==> src/rtl/hiscore_ram_port.sv <==
// Shares the game CPU work-RAM port with the hiscore engine: buffers hiscore writes,
// slips them into idle CPU slots or steals a slot when the CPU starves them, and serves uploads.
module hiscore_ram_port #(
  parameter int STARVE_LIMIT = 16,
  parameter int FIFO_DEPTH   = 8
) (
  input  logic       clk,
  input  logic       reset_n,
  input  logic [9:0] hs_addr,
  input  logic [7:0] hs_data,
  input  logic       hs_write,
  input  logic       ioctl_upload,
  output logic [7:0] hs_rdata,
  input  logic [9:0] cpu_addr,
  input  logic [7:0] cpu_dout,
  input  logic       cpu_we,
  input  logic       cpu_cs,
  output logic [7:0] cpu_din,
  output logic       cpu_wait,
  output logic [9:0] ram_addr,
  output logic [7:0] ram_din,
  output logic       ram_we,
  input  logic [7:0] ram_dout,
  output logic       fifo_full,
  output logic       overflow
);

  localparam int AW = $clog2(FIFO_DEPTH);
  localparam int CW = $clog2(STARVE_LIMIT) + 1;

  typedef logic [AW:0]   count_t;
  typedef logic [CW-1:0] starve_t;

  localparam count_t  DEPTH_COUNT = count_t'(FIFO_DEPTH);
  localparam starve_t STEAL_AT    = starve_t'(STARVE_LIMIT - 1);

  typedef enum logic [1:0] {
    IDLE,
    HS_WR,
    STEAL,
    UP_RD
  } state_t;

  state_t        state;
  state_t        state_next;
  logic [1:0]    rst_sync;
  logic          rst_n;
  logic [17:0]   mem [FIFO_DEPTH];
  logic [AW-1:0] wr_ptr;
  logic [AW-1:0] rd_ptr;
  count_t        count;
  logic [17:0]   head;
  logic          push_req;
  logic          push;
  logic          pop;
  logic          empty;
  logic          pending;
  starve_t       starve_cnt;
  logic          capture;

  // Assertion is immediate; release is held off two edges so no flop leaves reset mid-cycle.
  always_ff @(posedge clk or negedge reset_n) begin
    if (!reset_n) begin
      rst_sync <= 2'b00;
    end else begin
      rst_sync <= {rst_sync[0], 1'b1};
    end
  end

  assign rst_n = rst_sync[1];

  assign push_req  = hs_write & ~ioctl_upload;
  assign pop       = (state == HS_WR) || (state == STEAL);
  assign fifo_full = (count == DEPTH_COUNT);
  assign push      = push_req & (~fifo_full | pop);
  assign empty     = (count == '0);
  // A same-cycle push counts as pending so the write slot can open on the very next cycle.
  assign pending   = ~empty | push;
  assign head      = mem[rd_ptr];
  assign cpu_din   = ram_dout;

  always_ff @(posedge clk or negedge rst_n) begin
    if (!rst_n) begin
      wr_ptr   <= '0;
      rd_ptr   <= '0;
      count    <= '0;
      overflow <= 1'b0;
    end else begin
      if (push) begin
        wr_ptr <= wr_ptr + 1'b1;
      end
      if (pop) begin
        rd_ptr <= rd_ptr + 1'b1;
      end
      case ({push, pop})
        2'b10:   count <= count + 1'b1;
        2'b01:   count <= count - 1'b1;
        default: count <= count;
      endcase
      if (push_req && !push) begin
        overflow <= 1'b1;
      end
    end
  end

  always_ff @(posedge clk) begin
    if (push) begin
      mem[wr_ptr] <= {hs_addr, hs_data};
    end
  end

  always_ff @(posedge clk or negedge rst_n) begin
    if (!rst_n) begin
      starve_cnt <= '0;
    end else if (pop || !pending) begin
      starve_cnt <= '0;
    end else if ((state == IDLE) && cpu_cs) begin
      starve_cnt <= starve_cnt + 1'b1;
    end
  end

  always_ff @(posedge clk or negedge rst_n) begin
    if (!rst_n) begin
      state <= IDLE;
    end else begin
      state <= state_next;
    end
  end

  // Buffered writes always win over upload reads, so the buffer drains before any UP_RD.
  always_comb begin
    state_next = IDLE;
    case (state)
      IDLE: begin
        if (pending && !cpu_cs) begin
          state_next = HS_WR;
        end else if (pending && (starve_cnt >= STEAL_AT)) begin
          state_next = STEAL;
        end else if (ioctl_upload && !pending && !cpu_cs) begin
          state_next = UP_RD;
        end else begin
          state_next = IDLE;
        end
      end
      default: state_next = IDLE;
    endcase
  end

  always_comb begin
    ram_addr = cpu_addr;
    ram_din  = cpu_dout;
    ram_we   = cpu_cs & cpu_we;
    cpu_wait = 1'b0;
    case (state)
      HS_WR: begin
        ram_addr = head[17:8];
        ram_din  = head[7:0];
        ram_we   = 1'b1;
      end
      STEAL: begin
        ram_addr = head[17:8];
        ram_din  = head[7:0];
        ram_we   = 1'b1;
        cpu_wait = 1'b1;
      end
      UP_RD: begin
        ram_addr = hs_addr;
        ram_we   = 1'b0;
      end
      default: begin
        ram_we = cpu_cs & cpu_we;
      end
    endcase
  end

  // RAM data arrives the cycle after UP_RD drove the address.
  always_ff @(posedge clk or negedge rst_n) begin
    if (!rst_n) begin
      capture  <= 1'b0;
      hs_rdata <= 8'h00;
    end else begin
      capture <= (state == UP_RD);
      if (capture) begin
        hs_rdata <= ram_dout;
      end
    end
  end

endmodule

==> config.mk <==
export PLATFORM = sky130hd
export DESIGN_NAME = hiscore_ram_port
export DESIGN_NICKNAME = d
export VERILOG_FILES = /design/src/rtl/hiscore_ram_port.sv
export SDC_FILE = /design/constraint.sdc
export NUM_CORES = 1
export LEC_CHECK = 0
export BUFFER_PORTS_ARGS = -buffer_cell sky130_fd_sc_hd__buf_2
export CAP_MARGIN = 20
export CORE_MARGIN = 5
export CORE_UTILIZATION = 58
export DETAILED_ROUTE_END_ITERATION = 7
export PLACE_DENSITY_LB_ADDON = 0.3
export REMOVE_ABC_BUFFERS = 1
export SLEW_MARGIN = 20
export SYNTH_ARGS = -nofsm -noshare
export SYNTH_HDL_FRONTEND = slang
export SYNTH_SLANG_ARGS = --single-unit
==> constraint.sdc <==
create_clock -name clk -period 1.96 [get_ports clk]
set_clock_uncertainty 0.05 [all_clocks]
set_input_delay 0.392 -clock clk [delete_from_list [all_inputs] [get_ports clk]]
set_output_delay 0.392 -clock clk [all_outputs]
set_load 0.005 [all_outputs]
==> impl_metrics.toml <==
[cts]
cts_buffers = 17
clkTransAtPathRegs_ns = 0.06
cts_root_buffer = "clkbuf_16"
cts.sinks = 173
clk_path_buf_depth = 2
htree_levels = 4
clock_latency_ns = 0.42
cts_tree = "yes"

[placement]
hpwl_um = 9510
dp_slack_ns = -0.228
dpl.cell_count = 737
port_buffers = 87
gp_congestion = 0.756

[run]
drv_cap = 0

[synth]
synth.most_common_cell = "edfxtp_1"
synth_area_um2 = 7280
yosysWarnings = 0
ys.flop_type = "edfxtp_1"
synth-simple-area-share_pct = 5.33
synth_top_family_by_area = "multiplexers"
muxShareOfSynthArea_pct = 12.1
synthTopCellsByCount = "edfxtp_1, mux2i_1, a22oi_1"
yosysSeqAreaShare_pct = 69.4
synth_fa_ha_area_share_pct = 1.99
synth_xor_xnor_area_share_pct = 1.20
ys_async_sr_fraction_pct = 16.8
synth_edf_count = 144
synth-compound-area-share_pct = 6.62
synth_area_per_cell_um2 = 15.5
yosysTopAreaCellShare_pct = 59.4
yosysTopAreaCell = "edfxtp_1"
syn_inst = 469
ys_types = 43
yosys-top-cells-area = "edfxtp_1, mux2i_1, dfrtp_1, a22oi_1, ha_1"
ys_ff_latch = 173

[floorplanning]
die_area_um2 = 14900
initial_core_util_pct = 58.4
placementRows = 41
io_pins = 88
core_um2 = 12500
die_y_um = 122
die_x_um = 122

[timing]
max_clock_freq_mhz = 414
fin_ws_ns = -0.458
fin_crit_ns = 2.42
rsz0062_at_grt = "yes"
period_share_pct = 123
drv_slew = 0
tns_ns = -8.47
hold_viol = 0
setup_viol = 69

[grt]
grt_pass1_wl_um = 23400
grt_pass1_vias = 4558
track_usage_pct = 21.2
antenna_found_initial = 0
gr-total-overflow = 0
grt_max_degree = 28

[worst_hold_path]
hold_path.class = "in -> reg"
hold_depth = 2
hp-start = "ram_dout[6]"
holdPathEnd = "hs_rdata[6]"

[drt]
wl_met1_um = 6850
top_layer = "met4"
met2WireLength_um = 8670
wl_met3_um = 1360
drt_wl_total_um = 17100
avgRoutedWirePerCell_um = 21.4
vias = 4626
via_per_inst = 5.78
drc = 0
ant_nets = 0
dr.pass1.iters = 5
dr.first_iter.drc_count = 562

[worst_setup_path]
cp_num_buf_inv = 3
max_stage_delay_ns = 0.45
arrival_ns = 1.98
crit_top_cell = "buf_6"
r2r_start = "state[1]"
crit_path_max_fanout = 4
crit_path_cell_trace = "buf_6 -> buf_6 -> mux2i_1 -> a22oi_1 -> nand2_1 -> o221ai_2 -> buf_2"
worst_path_max_delay_cell = "dfrtp_2"
rr_worst_depth = 8
cp-start-kind = "flop"
crit_family = "flip-flops"
rrSetupSlack_ns = -0.09
crit_type = "reg -> out"
end_kind = "output pin"
cp_data_required_time_ns = 1.52
r2r_end = "mem[4][0]"

[power]
p_total_mw = 13.6
leakage_nw = 3.82
power_density_nw_per_um2 = 1430
ir_drop_mv = 0.925

[final_layout]
fin_cells = 801
final_core_util_pct = 76.6
area_growth_syn_to_layout_pct = 31.2
final_nets = 677
drive_above_1_share_pct = 41.7
diodes = 0

[run_status]
violations = "negative setup slack"
status = "complete, but fails checks"
-- where the power goes --
part	internal, mW	switching (mW)	total [mW]	leakage (nW)
Combinational	2.89	2.73	5.62	1.89
Clock	1.84	1.30	3.14	0.271
Sequential	4.47	0.383	4.85	1.66
-- layer usage --
metal | global-route usage, % | vias up
met4 | 7.35 | 0
met1 | 26.8 | 2290
met3 | 5.39 | 23
met2 | 35.8 | 233
met5 | 0 | -
li1 | - | 2080
-- final cells by class --
| type | instances | area [µm²] |
|---|---|---|
| timing repair buffer | 160 | 1340 |
| multi-input combinational | 249 | 2330 |
| tap | 172 | 215 |
| inverter | 15 | 63.8 |
| fill | 689 | 2910 |
| sequential | 173 | 5050 |
| clock inverter | 7 | 63.8 |
| clock buffer | 25 | 485 |
-- registers in the layout (all words and copies together) (netlist names) --
signal / count
capture: 1
starve_cnt: 5
mem: 144
overflow: 1
rd_ptr: 3
hs_rdata: 8
rst_sync: 2
state: 2
wr_ptr: 3
count: 4
-- how the worst max path moves through the flow --
stage / from / to / slack, ns / cells after the start
6_report: rd_ptr[0] / ram_addr[2] / -0.46 / 7
5_1_grt: rd_ptr[0] / ram_addr[2] / -0.52 / 7
4_1_cts: rd_ptr[0] / ram_addr[2] / -0.34 / 7
3_5_place_dp: rd_ptr[2] / ram_addr[2] / -0.23 / 5
3_3_place_gp: rd_ptr[2] / ram_addr[2] / -0.18 / 5
2_1_floorplan: state[1] / mem[0][0] / -1.65 / 6
-- layout by cell type, fill, tap and decap left out, drive strengths merged, types with 10 or more instances in the layout --
cell	synthesis	final
mux2	11	11
edfxtp	144	144
clkbuf	7	28
buf	25	156
mux2i	75	75
dfrtp	29	29
inv	15	16
o21ai	17	17
ha	10	10
nand2	23	23
a22oi	46	46
-- per-stage QoR --
| stage | cell area (µm²) | hold slack, ns |
|---|---|---|
| final | 9550 | 0.163 |
| after global routing | 9550 | 0.161 |
| after CTS | 9000 | 0.145 |
| after detailed placement | 8130 | 0.132 |
| after global placement | 8130 | 0.129 |
| after floorplan | 7090 | 0.0464 |
-- what timing repair did --
item / CTS / global route
endpoints found under the hold margin: 2 / 0
pin swaps: 22 / 33
hold buffers: 1 / 0
setup buffers: 9 / 13
gates resized for setup: 53 / 86
endpoints found under the setup margin: 129 / 138
cloned: 3 / 6
-- logic make-up after synthesis --
| family | after synthesis |
|---|---|
| AOI/OAI and AO/OA | 70 |
| xor gates and xnor gates | 10 |
| adders and majority gates | 11 |
| buffers and inverters | 47 |
| DFF | 173 |
| muxes | 86 |
| other | 1 |
| and+or+nand+nor | 71 |
Power figures use the tool's default switching activity.
